--- config.mk ---
export PLATFORM = sky130hd
export DESIGN_NAME = wb_lsu
export DESIGN_NICKNAME = d
export VERILOG_FILES = /design/src/rtl/wb_lsu.sv
export SDC_FILE = /design/constraint.sdc
export NUM_CORES = 1
export LEC_CHECK = 0
export CAP_MARGIN = 20
export CORE_AREA = 3 3 120 122
export DETAILED_ROUTE_END_ITERATION = 10
export DIE_AREA = 0 0 123 125
export PLACE_DENSITY = 0.79
export SLEW_MARGIN = 40
export SYNTH_ARGS = -nofsm -noshare
export SYNTH_HDL_FRONTEND = slang
export SYNTH_SLANG_ARGS = --single-unit
--- constraint.sdc ---
create_clock -name clk_i -period 5.1 [get_ports clk_i]
set_input_delay 0.51 -clock clk_i [delete_from_list [all_inputs] [get_ports clk_i]]
set_output_delay 0.51 -clock clk_i [all_outputs]
set_load 0.05 [all_outputs]
--- src/rtl/wb_lsu.sv ---
// Wishbone load/store unit: one request at a time, byte-lane alignment, load sign/zero
// extension, bounded rty_i retries, response timeout and fault cause reporting.
module wb_lsu #(
  parameter int RETRY_LIMIT    = 3,
  parameter int TIMEOUT_CYCLES = 255
) (
  input  logic        clk_i,
  input  logic        rst_i,
  input  logic        req_i,
  input  logic        req_we_i,
  input  logic [2:0]  req_funct3_i,
  input  logic [31:0] req_addr_i,
  input  logic [31:0] req_wdata_i,
  output logic        busy_o,
  output logic        done_o,
  output logic [31:0] rdata_o,
  output logic        fault_o,
  output logic [1:0]  fault_cause_o,
  input  logic [31:0] dat_i,
  input  logic        ack_i,
  input  logic        err_i,
  input  logic        rty_i,
  output logic [31:0] dat_o,
  output logic [31:0] adr_o,
  output logic [3:0]  sel_o,
  output logic        we_o,
  output logic        stb_o,
  output logic        cyc_o
);

  typedef enum logic [1:0] {S_IDLE, S_BUS, S_BACKOFF, S_DONE} state_t;

  localparam int RTY_W = (RETRY_LIMIT < 1) ? 1 : $clog2(RETRY_LIMIT + 1);
  localparam logic [RTY_W-1:0] RTY_MAX = RTY_W'(RETRY_LIMIT);
  localparam logic [15:0]      TMO_MAX = 16'(TIMEOUT_CYCLES);

  localparam logic [1:0] CAUSE_MISALIGN = 2'b00;
  localparam logic [1:0] CAUSE_ILLEGAL  = 2'b01;
  localparam logic [1:0] CAUSE_BUSERR   = 2'b10;
  localparam logic [1:0] CAUSE_TIMEOUT  = 2'b11;

  state_t            state_q, state_d;
  logic              we_q, we_d;
  logic [2:0]        f3_q, f3_d;
  logic [31:0]       addr_q, addr_d;
  logic [31:0]       wdata_q, wdata_d;
  logic [RTY_W-1:0]  retry_q, retry_d;
  logic [15:0]       tmo_q, tmo_d;
  logic [31:0]       rdata_q, rdata_d;
  logic              fault_q, fault_d;
  logic [1:0]        cause_q, cause_d;

  function automatic logic funct3_legal(input logic we, input logic [2:0] f3);
    if (we) return (f3 == 3'b000) || (f3 == 3'b001) || (f3 == 3'b010);
    return (f3 == 3'b000) || (f3 == 3'b001) || (f3 == 3'b010) ||
           (f3 == 3'b100) || (f3 == 3'b101);
  endfunction

  function automatic logic misaligned(input logic [2:0] f3, input logic [1:0] a);
    return ((f3[1:0] == 2'b01) && a[0]) || ((f3[1:0] == 2'b10) && (a != 2'b00));
  endfunction

  function automatic logic [3:0] lane_mask(input logic we, input logic [2:0] f3,
                                           input logic [1:0] a);
    if (!we) return 4'b1111;
    case (f3[1:0])
      2'b00:   return 4'b0001 << a;
      2'b01:   return 4'b0011 << {a[1], 1'b0};
      default: return 4'b1111;
    endcase
  endfunction

  function automatic logic [31:0] extend_load(input logic [2:0] f3, input logic [1:0] a,
                                              input logic [31:0] d);
    logic signed [7:0]  b;
    logic signed [15:0] h;
    b = d[{a, 3'b000} +: 8];
    h = d[{a[1], 4'b0000} +: 16];
    case (f3)
      3'b000:  return {{24{b[7]}}, b};
      3'b100:  return {24'd0, b};
      3'b001:  return {{16{h[15]}}, h};
      3'b101:  return {16'd0, h};
      default: return d;
    endcase
  endfunction

  always_comb begin
    state_d = state_q;
    we_d    = we_q;
    f3_d    = f3_q;
    addr_d  = addr_q;
    wdata_d = wdata_q;
    retry_d = retry_q;
    tmo_d   = tmo_q;
    rdata_d = rdata_q;
    fault_d = fault_q;
    cause_d = cause_q;
    case (state_q)
      S_IDLE: begin
        if (req_i) begin
          we_d    = req_we_i;
          f3_d    = req_funct3_i;
          addr_d  = req_addr_i;
          wdata_d = req_wdata_i;
          retry_d = '0;
          tmo_d   = '0;
          fault_d = 1'b0;
          if (!funct3_legal(req_we_i, req_funct3_i)) begin
            state_d = S_DONE;
            fault_d = 1'b1;
            cause_d = CAUSE_ILLEGAL;
          end else if (misaligned(req_funct3_i, req_addr_i[1:0])) begin
            state_d = S_DONE;
            fault_d = 1'b1;
            cause_d = CAUSE_MISALIGN;
          end else begin
            state_d = S_BUS;
          end
        end
      end
      S_BUS: begin
        if (ack_i) begin
          if (!we_q) rdata_d = extend_load(f3_q, addr_q[1:0], dat_i);
          state_d = S_DONE;
        end else if (err_i) begin
          state_d = S_DONE;
          fault_d = 1'b1;
          cause_d = CAUSE_BUSERR;
        end else if (rty_i) begin
          if (retry_q == RTY_MAX) begin
            state_d = S_DONE;
            fault_d = 1'b1;
            cause_d = CAUSE_TIMEOUT;
          end else begin
            retry_d = retry_q + 1'b1;
            tmo_d   = '0;
            state_d = S_BACKOFF;
          end
        end else begin
          tmo_d = tmo_q + 16'd1;
          // Deciding on tmo_q+1 puts the fault in the N-th silent cycle itself.
          if ((TIMEOUT_CYCLES != 0) && (tmo_q + 16'd1 == TMO_MAX)) begin
            state_d = S_DONE;
            fault_d = 1'b1;
            cause_d = CAUSE_TIMEOUT;
          end
        end
      end
      S_BACKOFF: state_d = S_BUS;
      S_DONE:    state_d = S_IDLE;
      default:   state_d = S_IDLE;
    endcase
  end

  always_ff @(posedge clk_i) begin
    if (rst_i) begin
      state_q <= S_IDLE;
      retry_q <= '0;
      tmo_q   <= '0;
      rdata_q <= '0;
      fault_q <= 1'b0;
      cause_q <= 2'b00;
    end else begin
      state_q <= state_d;
      retry_q <= retry_d;
      tmo_q   <= tmo_d;
      rdata_q <= rdata_d;
      fault_q <= fault_d;
      cause_q <= cause_d;
    end
  end

  // Latched request only matters while busy; bus outputs are gated by state.
  always_ff @(posedge clk_i) begin
    we_q    <= we_d;
    f3_q    <= f3_d;
    addr_q  <= addr_d;
    wdata_q <= wdata_d;
  end

  assign cyc_o         = (state_q == S_BUS);
  assign stb_o         = cyc_o;
  assign we_o          = cyc_o & we_q;
  assign adr_o         = cyc_o ? {addr_q[31:2], 2'b00} : 32'd0;
  assign sel_o         = cyc_o ? lane_mask(we_q, f3_q, addr_q[1:0]) : 4'b0000;
  assign dat_o         = cyc_o ? (wdata_q << {addr_q[1:0], 3'b000}) : 32'd0;
  assign busy_o        = (state_q != S_IDLE);
  assign done_o        = (state_q == S_DONE);
  assign rdata_o       = rdata_q;
  assign fault_o       = fault_q;
  assign fault_cause_o = cause_q;

endmodule

==> results.toml <==
[sta]
finalCriticalPeriod_ns = 4.14
finalMaxSlewViolations = 0
fin_crit_sh_pct = 81.2
timing.slew.headroom_pct = 47.6
finalSetupViolCount = 0
grt_setup_unrepaired = "no"
fmax_ghz = 0.241
hold_viol = 0
tightest_slew_ns = 0.785
final.setup_skew_ns = 0.00792
setup_tns_ns = 0

[yosys]
synthFlopType = "edfxtp_1"
synth.ff_latch_count = 123
synth_area_per_cell_sq_um = 9.84
yosys.area.top_type_share_pct = 33.8
async_flop_share_pct = 0
synth_enable_flop_cells = 68
synth_largest_area_cell = "edfxtp_1"
synth_seq_area_share_pct = 52.1
synthesis.area_sq_um = 6030
yosys.cell_types.count = 62
yosys_warnings = 0
synthesis.instances = 613
post_synth_main_area_contributors = "edfxtp_1, dfxtp_1, nor2_1, a211oi_1, and2_1"

[cells_and_area]
post_route_cells_drive_above_1_share_pct = 7.33
antenna_cells = 0
most_common_library_cell_in_the_layout_ignoring_fill_and_taps = "clkdlybuf4s50_1"
fin_cells = 995
layout_overhead_on_the_synthesized_area_pct = 45.8
fill_cells = 1000
layout_common_cells = "clkdlybuf4s50_1, nor2_1, edfxtp_1"
final_net_count = 915

[clock_network]
cts_buffers = 17
clock_path_buffers = 2
tritoncts = "done"
clkTransAtPathRegs_ns = 0.05
cts-root-buf = "clkbuf_16"
clock_latency_ns = 0.41
post_cts_hold_fix_bufs = 0
postcts_setup_bufs = 0
clock-sinks = 123
max_h_tree_level = 4
cts-resized-gates = 0

[worst_setup_path]
setup.worst_path.end_class = "output pin"
crit_arrival_ns = 3.63
crit_fanout = 43
timing.critical_path.slowest_stage_cell = "clkdlybuf4s50_1"
worst_setup_path_start_kind = "flop"
worstPathRequired_ns = 4.59
crit_path_max_incr_delay_ns = 0.80
worstSetupPathType = "flop to output pin"
crit_chain = "nand2b_2, inv_2, nand2_1, nor2_1, and2_1, clkdlybuf4s50_1"
number_of_cells_traversed_by_the_worst_register_to_register_path = 8

[grt]
pin_count_of_the_biggest_net_entering_global_routing = 57
grt_usage_pct = 23.7
grt_pass1_wl_mm = 28.6
global_route.overflow_total = 0
grt_pass1_vias = 5522
antenna_violations_before_repair = 0

[place]
place.detailed.hpwl_mm = 13.3
place_inst = 962
count_of_input_and_output_buffers = 211
gp_congestion = 0.882

[power_and_ir_drop]
power_frac_comb_pct = 23.9
p_total_mw = 3.05
power_density_nw_per_um2 = 347
worst_ir_drop_vdd_mv = 0.250
switching_share_pct = 30.7
power.leakage_nw = 3.05
p_seq_share_pct = 38.7
power.clock.fraction_pct = 37.4
p_int_mw = 2.12
p_switching_mw = 0.938

[floorplan]
die_area_sq_um = 15400
die_height_um = 125
core_area_sq_um = 13300
boundaryPins = 214
start_util_pct = 45.4
fp.dieW_um = 123
std_cell_rows = 42

[route]
detail_route.first_pass.iterations = 5
avgViaCountPerCell = 5.49
ant_nets = 0
drt_wl_total_mm = 18.0
routed_wire_length_per_instance_um = 18.1
drc = 0
via_count = 5460
drtIter0Drc = 534

[flow_run]
maxCapViolCount = 0

[status]
outcome = "finished, final reports clean"

[worst_hold_path]
hold-path-cell-count = 2
class_of_the_tightest_hold_or_removal_check = "flop to flop"
[power by group through the flow]
stage | clock network (mW) | registers, mW | logic [mW]
after floorplan | 0 | 1.24 | 0.404
after global placement | 0 | 1.20 | 0.706
after detailed placement | 0 | 1.20 | 0.726
after CTS | 1.16 | 1.18 | 0.731
after global routing | 1.21 | 1.19 | 0.777
final | 1.14 | 1.18 | 0.730
[worst paths after layout]
| path | start | to | slack (ns) |
|---|---|---|---|
| max | state_q[1] | dat_o[6] | 0.96 |
| min reg2reg | fault_o | fault_o | 0.47 |
| min | fault_o | fault_o | 0.47 |
| max reg2reg | state_q[1] | tmo_q[12] | 2.12 |
[cells by family (layout without fill, tap and decap cells)]
| logic type | after synthesis | in the layout | share of synthesized area [%] |
|---|---|---|---|
| simple gates | 245 | 245 | 20.9 |
| compound gates | 158 | 158 | 17.1 |
| flops | 123 | 123 | 52.1 |
| buf+inv | 54 | 259 | 4.33 |
| mux | 23 | 23 | 4.02 |
| xor+xnor | 6 | 6 | 0.871 |
| fa+ha+maj | 3 | 3 | 0.622 |
| other cells | 1 | 2 | 0.0622 |
[critical path: cells and delay by family (launching register included)]
family        cells  cell delay (ns)
buf+inv           2             1.39
flops             1             0.38
simple gates      4             1.44
[cells in the mapped netlist (2+ instances only)]
library cell / n
nor3_2: 3
nor2_1: 90
and2_1: 42
inv_1: 7
o221ai_1: 2
nand2b_2: 2
xnor2_1: 6
and4_1: 2
o211ai_1: 8
a311oi_1: 5
edfxtp_1: 68
a21o_1: 2
nor4_1: 2
buf_1: 5
nand2b_1: 8
nand4_1: 2
ha_1: 3
and3_1: 2
nand2_1: 46
buf_6: 3
dfxtp_1: 55
o21a_1: 2
buf_4: 7
nand3b_1: 2
nand3_1: 7
or2_2: 2
nand4b_1: 2
o21ai_1: 4
a21oi_1: 51
buf_2: 8
o21ai_0: 22
a31oi_1: 10
nor3_1: 10
nor2b_1: 11
mux2i_1: 22
a211oi_1: 42
clkbuf_1: 23
[area by class of cell]
cell class              instances  area [sq um]  share of cell area [%]
multi-input cells             437          2660                    30.2
flip-flops and latches        123          3140                    35.7
clock buffers                  19           433                    4.92
well taps                     176           220                    2.50
repair buffers                219          2180                    24.8
inverters                       8          30.0                   0.341
clock inverters                13           126                    1.44
[metal layers]
| layer | share of wire [%] | wire length [um] | up-vias | GRT usage (%) |
|---|---|---|---|---|
| met5 | 0 | 0 | - | 0 |
| met4 | 1.6 | 282 | 0 | 7.36 |
| met3 | 10 | 1790 | 28 | 8.99 |
| met2 | 49 | 8780 | 261 | 38.5 |
| met1 | 40 | 7120 | 2572 | 29.2 |
| li1 | - | - | 2599 | - |
[registers in the layout (all words and copies together), names as in the netlist]
| signal | count |
|---|---|
| retry_q | 2 |
| fault_cause_o | 2 |
| addr_q | 32 |
| we_q | 1 |
| tmo_q | 16 |
| rdata_o | 32 |
| f3_q | 3 |
| wdata_q | 32 |
| fault_o | 1 |
| state_q | 2 |
[metrics by stage]
| step | utilization, % | area (sq um) | hold WS [ns] | worst slack (ns) |
|---|---|---|---|---|
| after global placement | 61.5 | 8180 | 0.450 | 1.48 |
| final | 66.1 | 8790 | 0.467 | 0.958 |
| after CTS | 66.0 | 8780 | 0.464 | 0.906 |
| after detailed placement | 61.8 | 8220 | 0.451 | 1.38 |
| after floorplan | - | 6040 | 0.458 | 0.565 |
| after global routing | 66.1 | 8790 | 0.489 | 0.600 |
Note: power is estimated with default switching activity, not from simulation.
